`config.mk`:
```
export PLATFORM = sky130hd
export DESIGN_NAME = rtc_set_controller
export DESIGN_NICKNAME = d
export VERILOG_FILES = /design/src/rtl/rtc_set_controller.sv
export SDC_FILE = /design/constraint.sdc
export NUM_CORES = 1
export LEC_CHECK = 0
export BUFFER_PORTS_ARGS = -buffer_cell sky130_fd_sc_hd__clkbuf_2
export CORE_ASPECT_RATIO = 1.1
export CORE_MARGIN = 8
export CORE_UTILIZATION = 31
export CTS_CLUSTER_DIAMETER = 150
export DETAILED_ROUTE_END_ITERATION = 7
export SETUP_SLACK_MARGIN = 0.4
export SLEW_MARGIN = 40
export SYNTH_ARGS = -nofsm -noshare
export SYNTH_HDL_FRONTEND = slang
export SYNTH_SLANG_ARGS = --single-unit
```
`constraint.sdc`:
```
create_clock -name CLOCK_50 -period 2 [get_ports CLOCK_50]
set_input_delay 0.2 -clock CLOCK_50 [delete_from_list [all_inputs] [get_ports CLOCK_50]]
set_output_delay 0.2 -clock CLOCK_50 [all_outputs]
set_load 0.05 [all_outputs]
```
`src/rtl/rtc_set_controller.sv`:
```
// ---------------------------------------------------------------------------
// rtc_set_controller
//
// Real-time clock (hh:mm:ss) that can be set with two debounced keys.
//
// key_mode steps the mode: RUN -> SET_HOUR -> SET_MIN -> SET_SEC -> RUN.
// In a SET mode, key_inc increments the selected field. Each field wraps
// on its own and does not carry into the other fields. In RUN, the time
// advances once per TICK_DIV clock cycles.
//
// Ports
//   CLOCK_50   in   1  sole clock, rising edge
//   rst        in   1  asynchronous active-high reset
//   key_mode   in   1  debounced level; each rising edge advances the mode
//   key_inc    in   1  debounced level; each rising edge bumps the field
//   hour       out  5  0..23
//   min        out  6  0..59
//   sec        out  6  0..59
//   mode       out  2  0=RUN 1=SET_HOUR 2=SET_MIN 3=SET_SEC
//   blink      out  1  blink enable for the selected field (0 in RUN)
//   sec_pulse  out  1  one-cycle strobe with each second increment in RUN
// ---------------------------------------------------------------------------
module rtc_set_controller #(
    parameter int TICK_DIV = 50000000
) (
    input  logic       CLOCK_50,
    input  logic       rst,
    input  logic       key_mode,
    input  logic       key_inc,
    output logic [4:0] hour,
    output logic [5:0] min,
    output logic [5:0] sec,
    output logic [1:0] mode,
    output logic       blink,
    output logic       sec_pulse
);

    localparam int CW = (TICK_DIV > 2) ? $clog2(TICK_DIV) : 1;
    localparam logic [CW-1:0] TC_MAX  = CW'(TICK_DIV - 1);
    localparam logic [CW-1:0] TC_HALF = CW'(TICK_DIV / 2);

    typedef enum logic [1:0] {
        RUN      = 2'd0,
        SET_HOUR = 2'd1,
        SET_MIN  = 2'd2,
        SET_SEC  = 2'd3
    } state_t;

    state_t        state;
    state_t        state_next;
    logic [CW-1:0] tcnt;
    logic [CW-1:0] tcnt_next;
    logic          key_mode_q;
    logic          key_inc_q;
    logic          mode_edge;
    logic          inc_edge;
    logic          tick;
    logic [4:0]    hour_next;
    logic [5:0]    min_next;
    logic [5:0]    sec_next;
    logic          blink_next;
    logic          sec_pulse_next;

    // Hour increment with wrap. Any value at or above 23 returns to 0, so
    // the hour stays in range even if it ever held an illegal value.
    function automatic logic [4:0] inc_hour(input logic [4:0] v);
        logic [4:0] r;
        if (v >= 5'd23) begin
            r = 5'd0;
        end else begin
            r = v + 5'd1;
        end
        return r;
    endfunction

    // Minute/second increment with wrap at 59. Values above 59 also
    // collapse to 0.
    function automatic logic [5:0] inc_sixty(input logic [5:0] v);
        logic [5:0] r;
        if (v >= 6'd59) begin
            r = 6'd0;
        end else begin
            r = v + 6'd1;
        end
        return r;
    endfunction

    assign mode_edge = key_mode & ~key_mode_q;
    assign inc_edge  = key_inc & ~key_inc_q;
    assign tick      = (tcnt == TC_MAX);
    assign mode      = state;

    // Next mode: each key_mode edge steps once around the ring.
    always_comb begin
        state_next = state;
        if (mode_edge) begin
            case (state)
                RUN:      state_next = SET_HOUR;
                SET_HOUR: state_next = SET_MIN;
                SET_MIN:  state_next = SET_SEC;
                SET_SEC:  state_next = RUN;
                default:  state_next = RUN;
            endcase
        end else begin
            state_next = state;
        end
    end

    // Next tick counter, time fields, pulse and blink.
    always_comb begin
        hour_next      = hour;
        min_next       = min;
        sec_next       = sec;
        sec_pulse_next = 1'b0;

        // The counter is free-running. Leaving SET_SEC restarts it, so the
        // first second after setting lasts a full TICK_DIV cycles.
        if ((state == SET_SEC) && mode_edge) begin
            tcnt_next = '0;
        end else if (tick) begin
            tcnt_next = '0;
        end else begin
            tcnt_next = tcnt + CW'(1);
        end

        // A simultaneous key_mode edge overrides key_inc, so a field bump is
        // taken only when key_inc has an edge and key_mode does not.
        case (state)
            RUN: begin
                if (tick) begin
                    sec_pulse_next = 1'b1;
                    sec_next       = inc_sixty(sec);
                    if (sec >= 6'd59) begin
                        min_next = inc_sixty(min);
                        if (min >= 6'd59) begin
                            hour_next = inc_hour(hour);
                        end else begin
                            hour_next = hour;
                        end
                    end else begin
                        min_next = min;
                    end
                end else begin
                    sec_pulse_next = 1'b0;
                end
            end
            SET_HOUR: begin
                if (inc_edge && !mode_edge) begin
                    hour_next = inc_hour(hour);
                end else begin
                    hour_next = hour;
                end
            end
            SET_MIN: begin
                if (inc_edge && !mode_edge) begin
                    min_next = inc_sixty(min);
                end else begin
                    min_next = min;
                end
            end
            SET_SEC: begin
                if (inc_edge && !mode_edge) begin
                    sec_next = inc_sixty(sec);
                end else begin
                    sec_next = sec;
                end
            end
            default: begin
                sec_pulse_next = 1'b0;
            end
        endcase

        // Blink is registered from the next mode and counter values, so the
        // output always matches the current mode and tcnt.
        blink_next = (state_next != RUN) && (tcnt_next >= TC_HALF);
    end

    // Mode state register.
    always_ff @(posedge CLOCK_50 or posedge rst) begin
        if (rst) begin
            state <= RUN;
        end else begin
            state <= state_next;
        end
    end

    // Datapath registers: key history, tick counter, time fields and strobes.
    always_ff @(posedge CLOCK_50 or posedge rst) begin
        if (rst) begin
            key_mode_q <= 1'b0;
            key_inc_q  <= 1'b0;
            tcnt       <= '0;
            hour       <= 5'd0;
            min        <= 6'd0;
            sec        <= 6'd0;
            blink      <= 1'b0;
            sec_pulse  <= 1'b0;
        end else begin
            key_mode_q <= key_mode;
            key_inc_q  <= key_inc;
            tcnt       <= tcnt_next;
            hour       <= hour_next;
            min        <= min_next;
            sec        <= sec_next;
            blink      <= blink_next;
            sec_pulse  <= sec_pulse_next;
        end
    end

endmodule

```
==> results by group, run 1 <==
Route
  • DR WL met2: around 3.4 mm
  • 1st-iter DRT viols: 97
  • DRT antenna net count: 0
  • Wl on met1: 2.80 mm
  • Final wirelength: approximately 6.5 mm
  • Vias per cell: between 4 and 5
  • Drt wl/cell: roughly 14 um
  • Drt pass-1 iters: 4
  • DR top layer: met4
  • DRC viols: 0
  • Met3 WL: approximately 240 um
  • Via count: about 2400

Floorplan
  • Row Count: 36
  • Die H: 114 um
  • Die ar.: about 12000 um2
  • Core area: 8690 um2
  • Starting Density: 31.4%
  • # IOs: 25
  • Die width: between 100 and 150 um

Layout
  • Footprint of the multi-input gates: 1700 um2
  • Register area: around 1200 um2
  • Fin cells: roughly 480
  • Antenna diodes: 0
  • Layout area overhead: 36.6%
  • Layout Nets: about 380
  • # fillers: 854
  • Utilization after layout: between 40 and 50%
  • Final instance area: ~3700 um2
  • Layout cells sized above 1: 41.8%

Critical path
  • Crit Path Category: reg2reg
  • Crit path capture: sec[4]
  • Reg-to-reg endpoint: sec[4]
  • Reg2reg path depth: 7
  • Worst Setup SP: tcnt[10]
  • CP endpoint kind: flip-flop
  • R2R Path Start: tcnt[10]
  • CP Max Fanout: 3
  • Worst Path Arrival: approximately 2300 ps
  • Internal reg-to-reg setup slack: -70 ps
  • CP startpoint kind: flip-flop
  • Critical Path RT: 2180 ps

Global route
  • GRT Overall Usage: a little over a tenth
  • Number of global-route vias before repair: between 2000 and 2500
  • Largest net degree at the start of global routing: 50
  • GRT overflow: 0
  • First-pass GRT wire length: between 10 and 15 mm
  • Initial antenna violation count: 0

Logic synthesis
  • Net Count, Synth: around 300
  • Yosys warnings: 0
  • Yosys cell types: 54
  • Synthesized cell area: roughly 2700 um2
  • Sequential-to-total area share from yosys stat: 44.9%
  • Top_reg_cell synth: dfrtp_1
  • Mean area per synthesized cell: about 9.5 um2
  • Post-synth EDFFs: 0
  • Synth Register Bits: 49
  • Cells after Synth: around 290
  • Asr flop ratio synth: between 90% and 100%

Pwr
  • Register share of total power: between 30% and 40%
  • Switching share of power: 46.3%
  • Peak supply drop: 0.000326 V
  • Switching power: around 0.0024 W
  • Internal power: roughly 0.0028 W
  • Pleak: ~1.7 nW
  • Combinational share of power: between 50% and 60%
  • Pwr dens: approximately 1400 nW/um2
  • Clk pwr share: between 10% and 20%

Timing
  • Unrepaired setup endpoints after global routing: true
  • Pins Over Slew Limit: 0
  • Final critical-path required period: slightly above 2000 ps
  • Rel. slew slack: between 50% and 60%
  • Tightest Pin Transition: between 600 and 700 ps
  • Fmax: 0.484 GHz
  • PnR worst setup slack: -65.2 ps
  • Final hold violations: 0
  • Final setup vio count: 6
  • Ratio of final minimum period to clock period: 103%
  • Fin Hold WS: roughly 22 ps
  • Final Skew: roughly 3.6 ps

Placed design
  • Final HPWL DP: around 4.7 mm
  • GPL Wtd Cong: between 0.7 and 0.8
  • Placed insts: between 400 and 500
  • Area of placed instances: between 3000 and 4000 um2
  • Number of buffers added on ports: 24
  • Dpl ws: -116 ps

Clock tree
  • Clk root buf: clkbuf_8
  • CTS tree: yes
  • CTS Hold Bufs: 0
  • Clock slew at reported path FFs: approximately 90 ps
  • CTS sink count: 49
  • Max H-tree Level: 2
  • Clk Latency, worst-skew pair: 300 ps
  • Clk buf depth: 2
  • Num CTS Buffers: 5

Worst hold path
  • Worst Hold Class: in2reg

Status
  • Status: complete, but fails checks
  • Failing checks: setup timing

Run
  • Number of max-cap violations: 0
==> cell families after synthesis <==
group,count (synthesis),synth area share (%)
simple gates,139,28.5
compound gates,49,12.4
flops,49,44.9
xor+xnor,24,7.70
buf+inv,15,2.06
fa+ha+maj,8,3.67
mux,2,0.779
==> repair_timing <==
item                                    4_1_cts  5_1_grt
pin swaps                                     9       19
buffers inserted                              3        6
gates cloned                                  0        0
resized for setup                             9       42
endpoints found under the setup margin       43       44
==> power groups by stage <==
stage | Clock [W] | Sequential [W] | Combinational, W
6_report | 0.000567 | 0.00180 | 0.00284
3_3_place_gp | 0 | 0.00177 | 0.00247
3_5_place_dp | 0 | 0.00178 | 0.00251
2_1_floorplan | 0 | 0.00229 | 0.00117
5_1_grt | 0.000628 | 0.00186 | 0.00312
4_1_cts | 0.000597 | 0.00176 | 0.00261
==> synthesized netlist by cell type (6+ instances only) <==
library cell  count  area share (%)
a21oi_1           9             1.6
and3_1            6             1.4
dfrtp_1          49              45
ha_1              8             3.7
inv_1             9             1.2
nand2_1          25             3.4
nand3_1          15             2.7
nand4_1           9             2.1
nor2_1           45             6.2
nor3_1            6             1.1
o21ai_0           8             1.5
o21ai_1          11             2.0
xnor2_1           9             2.9
xor2_1           15             4.8
==> stage by stage <==
step	TNS, ps	power (W)
6_report	-216	0.00521
5_1_grt	-1970	0.00561
4_1_cts	-297	0.00497
3_5_place_dp	-576	0.00430
3_3_place_gp	-221	0.00424
2_1_floorplan	-317	0.00346
==> how the worst min path moves through the flow <==
stage            start  depth (start not counted)        end
3_5_place_dp   key_inc                          1  key_inc_q
6_report       key_inc                          1  key_inc_q
4_1_cts        key_inc                          1  key_inc_q
2_1_floorplan  key_inc                          0  key_inc_q
3_3_place_gp   key_inc                          1  key_inc_q
5_1_grt        key_inc                          1  key_inc_q
==> layer usage <==
metal / global-route usage, % / up-vias
li1: - / 1154
met1: 12.2 / 1179
met2: 19.7 / 24
met3: 2.93 / 7
met4: 3.81 / 0
met5: 0 / -
==> area by class of cell <==
type	instances	area share, %
inverters	10	1.01
flip-flops and latches	49	33.3
multi-input cells	222	45.5
repair buffers	75	14.2
clock buffers	8	2.15
well taps	114	3.83
==> flip-flops by register name (all words and copies together), names as in the netlist <==
name        cells
tcnt           26
hour            5
key_mode_q      1
min             6
blink           1
key_inc_q       1
sec             6
mode            2
sec_pulse       1
==> critical path, cell delays in order, from the launching register on <==
cell,delay (ps)
dfrtp_1,430
nor4b_4,340
nand4_1,130
or4_4,530
a22oi_4,190
nand2_1,70
o31ai_1,190
o21ai_1,90
==> layout by cell type, fill, tap and decap left out, types with 3 or more instances in the layout <==
cell	Yosys	layout
inv_1	9	6
xor2_2	0	5
clkbuf_1	5	3
xnor2_1	9	7
a21oi_1	9	8
nand2_1	25	23
o21ai_1	11	12
nor3_1	6	3
xor2_1	15	10
or2_4	0	3
inv_2	1	4
dfrtp_2	0	12
nor2_2	0	3
buf_4	0	44
dfrtp_1	49	37
o21ai_0	8	4
nor3_4	2	3
clkbuf_2	0	24
nor2b_1	3	3
and3_1	6	6
nand3_1	15	12
nand4_1	9	9
ha_1	8	4
buf_6	0	7
nor2_1	45	40
ha_4	0	3
clkbuf_8	0	5
and2_1	4	4
Power figures use the tool's default switching activity.
==> inputs of run 2 (changes only) <==
Settings changed: RECOVER_POWER from default to 50.
==> results by group, run 2 (same netlist as run 1, synthesis figures left out) <==
Clock tree
  • Clk root buf: clkbuf_8
  • CTS tree: yes
  • Clk buf depth: 2
  • Num CTS Buffers: 5
  • CTS sink count: around 50
  • Clk Latency, worst-skew pair: about 300 ps
  • Max H-tree Level: 2
  • Clock slew at reported path FFs: about 90 ps

Global route
  • First-pass GRT wire length: 11.0 mm
  • Number of global-route vias before repair: 2463
  • GRT overflow: 0
  • Largest net degree at the start of global routing: 50
  • GRT Overall Usage: 11.0%
  • Initial antenna violation count: 0

Worst hold path
  • Worst Min Path Start: key_inc
  • Worst Hold End: key_inc_q
  • Worst hold path depth: 1
  • Worst Hold Class: in2reg

Critical path
  • CP Max Fanout: 3
  • CP Cell Sequence: nor4b_4 -> nand4_1 -> or4_4 -> a22oi_4 -> nand2_1 -> o31ai_1 -> o21ai_1
  • Reg2reg path depth: 7
  • Critical Path RT: ~2200 ps
  • Crit Path Category: reg2reg
  • CP bufs+invs: 0
  • CP endpoint kind: flip-flop
  • R2R Path Start: tcnt[10]
  • Max incr delay on CP: approximately 530 ps
  • Internal reg-to-reg setup slack: -70 ps
  • Reg-to-reg endpoint: sec[4]
  • CP startpoint kind: flip-flop
  • Top delay family on crit path: simple AND/OR/NAND/NOR gates
  • Slowest stage cell, crit path: or4_4
  • Worst Path Arrival: between 2000 and 2500 ps

Status
  • Failing checks: setup timing
  • Status: complete, but fails checks

Route
  • Vias per cell: between 4 and 5
  • DR WL met2: roughly 3.4 mm
  • 1st-iter DRT viols: 97
  • Final wirelength: about 6.5 mm
  • Via count: 2363
  • Met3 WL: approximately 240 um
  • DR top layer: met4
  • Drt pass-1 iters: 4
  • Drt wl/cell: 13.6 um
  • DRC viols: 0
  • Wl on met1: 2.81 mm
  • DRT antenna net count: 0

Placed design
  • Number of buffers added on ports: 24
  • GPL Wtd Cong: approximately 0.79
  • Placed insts: roughly 460
  • Final HPWL DP: between 4 and 5 mm
  • Area of placed instances: roughly 3300 um2

Timing
  • Unrepaired setup endpoints after global routing: true
  • PnR worst setup slack: -65.6 ps
  • Fmax: ~0.48 GHz
  • Rel. slew slack: 19.4%
  • Tightest Pin Transition: 1210 ps
  • Final critical-path required period: around 2100 ps
  • Pins Over Slew Limit: 0
  • Final Skew: between 3 and 4 ps
  • Final hold violations: 0
  • Fin Hold WS: between 20 and 25 ps
  • Ratio of final minimum period to clock period: 103%
  • Final setup vio count: 6

Floorplan
  • Row Count: 36
  • Die width: about 110 um
  • # IOs: 25
  • Die ar.: approximately 12000 um2
  • Core area: 8690 um2
  • Starting Density: 31.4%
  • Die H: approximately 110 um

Layout
  • Final instance area: around 3700 um2
  • Max reg flops: 26
  • Commonest non-fill, non-tap cell in the layout: buf_4
  • Largest Register: tcnt
  • Layout area overhead: 36.4%
  • Fin cells: approximately 480
  • Layout cells sized above 1: 41.2%
  • Largest regs: tcnt x26, min x6, sec x6
  • Layout Nets: around 380
  • Most frequent cells in the layout: buf_4, nor2_1, dfrtp_1, clkbuf_2, nand2_1
  • Antenna diodes: 0
  • Utilization after layout: 42.8%

Pwr
  • Pleak: between 1.5 and 2 nW
  • Pwr dens: 1400 nW/um2
  • Peak supply drop: 0.000327 V
  • Pwr Total: 0.00521 W

Run
  • Number of max-cap violations: 0
[run 2: cell types whose count changed in the layout (fill, tap and decap cells not counted), sizes merged]
cell | before | now
buf | 51 | 50
clkbuf | 32 | 33
clkinv | 0 | 1
inv | 10 | 9
[run 2: stage by stage]
stage          TNS (ps)  worst slack, ps
2_1_floorplan      -317             -110
3_3_place_gp       -221            -58.4
3_5_place_dp       -576             -116
4_1_cts            -297            -62.9
5_1_grt           -1970             -178
6_report           -216            -65.6
[run 2: where the power goes]
| group | internal (W) | switching, W | leakage (nW) | total [W] |
|---|---|---|---|---|
| clock | 0.000249 | 0.000318 | 0.0395 | 0.000567 |
| combinational | 0.00119 | 0.00165 | 0.994 | 0.00284 |
| sequential | 0.00136 | 0.000444 | 0.618 | 0.00180 |
| total | 0.00280 | 0.00241 | 1.65 | 0.00521 |
[run 2: layer usage]
metal	global-route usage, %	up-vias
met4	3.81	0
met2	19.7	24
met5	0	-
met1	12.2	1178
li1	-	1154
met3	2.93	7
[run 2: final cells by class]
class | count | area [um2]
clock buffers | 8 | 80.1
multi-input cells | 222 | 1700
repair buffers | 75 | 526
well taps | 114 | 143
fillers | 856 | 4970
flip-flops and latches | 49 | 1240
inverters | 10 | 37.5
[run 2: repair_timing]
action,4_1_cts,5_1_grt
pin swaps,9,19
hold buffers,0,0
setup endpoints to repair,43,44
setup buffers,3,6
gates resized for setup,9,42
gates cloned,0,0
[run 2: worst max path at each step]
stage	start	end	cells after the start
floorplan	sec[0]	hour[0]	7
global placement	tcnt[1]	sec[4]	8
detailed placement	tcnt[1]	min[4]	8
CTS	tcnt[11]	sec[4]	7
global route	tcnt[10]	sec[4]	7
finish	tcnt[10]	sec[4]	7
==> inputs of run 3 (changes only) <==
Settings changed: ABC_AREA from default to 0, ABC_CLOCK_PERIOD_IN_PS from default to 2000, GPL_TIMING_DRIVEN from default to 0.
==> results by group, run 3 (same netlist as run 1, synthesis figures left out) <==
Clock tree
  • Clock slew at reported path FFs: 90 ps
  • Clk Latency, worst-skew pair: ~300 ps
  • Max H-tree Level: 2
  • Clk root buf: clkbuf_8
  • Num CTS Buffers: 5
  • CTS tree: yes
  • Clk buf depth: 2
  • CTS sink count: between 40 and 50

Placed design
  • Number of buffers added on ports: 24
  • GPL Wtd Cong: approximately 0.8
  • Dpl ws: -318 ps
  • Final HPWL DP: 4.29 mm

Route
  • 1st-iter DRT viols: 80
  • Final wirelength: about 6.4 mm
  • DRC viols: 0
  • Drt wl/cell: 13.5 um
  • DRT antenna net count: 0
  • Vias per cell: between 4 and 5
  • Drt pass-1 iters: 4
  • Via count: roughly 2300

Critical path
  • CP startpoint kind: flip-flop
  • Critical Path RT: roughly 2200 ps
  • Worst Path Arrival: between 2000 and 2500 ps
  • CP Cell Sequence: ha_2 -> and4_4 -> nand2_2 -> or4_4 -> a22oi_4 -> buf_6 -> buf_4 -> nand3_2 -> o21ai_1
  • CP Max Fanout: 4
  • Slowest stage cell, crit path: or4_4
  • Reg-to-reg endpoint: sec[2]
  • Reg2reg path depth: 9
  • Internal reg-to-reg setup slack: -150 ps
  • R2R Path Start: tcnt[0]
  • CP endpoint kind: flip-flop
  • Top delay family on crit path: simple AND/OR/NAND/NOR gates
  • CP bufs+invs: 2
  • Max incr delay on CP: 540 ps
  • Crit Path Category: reg2reg
  • Crit path depth: 9

Pwr
  • Pwr dens: about 1400 nW/um2
  • Internal power: between 0.002 and 0.003 W
  • Clk pwr share: 11.3%
  • Switching power: roughly 0.0023 W
  • Switching share of power: 46.5%
  • Combinational share of power: 52.6%
  • Peak supply drop: 0.000357 V
  • Pleak: about 1.6 nW
  • Register share of total power: a little over a third

Floorplan
  • Die width: around 110 um
  • Starting Density: 31.4%
  • Die ar.: about 12000 um2
  • Row Count: 36
  • # IOs: 25
  • Core area: between 8000 and 9000 um2
  • Die H: 114 um

Timing
  • Fin Hold WS: 22.1 ps
  • Final Skew: 4.12 ps
  • Ratio of final minimum period to clock period: 108%
  • Tightest Pin Transition: between 900 and 1000 ps
  • Fmax: about 0.46 GHz
  • Final critical-path required period: approximately 2200 ps
  • Pins Over Slew Limit: 0
  • Final setup vio count: 12
  • Final hold violations: 0
  • Unrepaired setup endpoints after global routing: true
  • Rel. slew slack: between 30% and 40%
  • PnR worst setup slack: -151 ps

Layout
  • Layout cells sized above 1: around 38%
  • Utilization after layout: around 41%
  • Max reg flops: 26
  • Largest regs: tcnt x26, min x6, sec x6
  • Commonest non-fill, non-tap cell in the layout: nor2_1
  • Most frequent cells in the layout: nor2_1, dfrtp_1, buf_4, nand2_1, clkbuf_2
  • Layout Nets: between 300 and 400
  • Layout area overhead: 31.6%
  • Antenna diodes: 0
  • Largest Register: tcnt

Worst hold path
  • Worst Hold End: key_inc_q
  • Worst hold path depth: 1
  • Worst Hold Class: in2reg
  • Worst Min Path Start: key_inc

Status
  • Failing checks: setup timing
  • Status: complete, but fails checks

Global route
  • Number of global-route vias before repair: roughly 2200
  • GRT overflow: 0
  • Largest net degree at the start of global routing: 38
  • First-pass GRT wire length: a little over 10 mm
  • GRT Overall Usage: about 10%
  • Initial antenna violation count: 0

Run
  • Number of max-cap violations: 0
-- run 3: changes by cell type in the layout (fill, tap and decap cells not counted), sizes merged --
cell and delta:
dlygate4sd3 +1, buf -12, clkinvlp +1, clkbuf +1
-- run 3: layout make-up --
cell class                      count  area [um2]
Buffer                              5        53.8
Clock buffer                        7        76.3
Clock inverter                      1        5.00
Fill cell                         841        5100
Inverter                           10        38.8
Multi-Input combinational cell    222        1630
Sequential cell                    49        1240
Tap cell                          114         143
Timing Repair Buffer               61         407
-- run 3: worst max-delay path by stage --
stage	slack, ps	startpoint	to
floorplan	-110	sec[0]	hour[0]
global placement	-300	tcnt[0]	hour[0]
detailed placement	-320	tcnt[0]	hour[0]
CTS	-120	tcnt[10]	sec[4]
global route	-240	tcnt[0]	sec[4]
finish	-150	tcnt[0]	sec[2]
-- run 3: power by group through the flow --
stage	Sequential (W)	Combinational (W)	Clock [W]
2_1_floorplan	0.00229	0.00117	0
3_3_place_gp	0.00181	0.00211	0
3_5_place_dp	0.00183	0.00215	0
4_1_cts	0.00179	0.00241	0.000596
5_1_grt	0.00187	0.00287	0.000628
6_report	0.00181	0.00264	0.000565
-- run 3: repair_timing --
item | in CTS | in global routing
pin swaps | 13 | 17
endpoints found under the setup margin | 44 | 44
hold buffers | 1 | 0
hold endpoints to repair | 12 | 0
gates resized for setup | 21 | 22
buffers inserted | 20 | 15
-- run 3: stage by stage --
stage	area [um2]	TNS, ps	cells	power [W]
global route	3590	-2970	469	0.00537
global placement	3060	-7600	424	0.00392
floorplan	2800	-317	286	0.00346
detailed placement	3080	-4480	425	0.00398
CTS	3410	-792	454	0.00480
finish	3590	-1000	469	0.00502
-- run 3: layer usage --
| layer | routed length, um | track usage [%] | part of all wire, % |
|---|---|---|---|
| met4 | 92 | 2.76 | 1.4 |
| met2 | 3200 | 18.6 | 50 |
| met3 | 282 | 3.04 | 4.4 |
| met5 | 0 | 0 | 0 |
| met1 | 2780 | 11.5 | 44 |
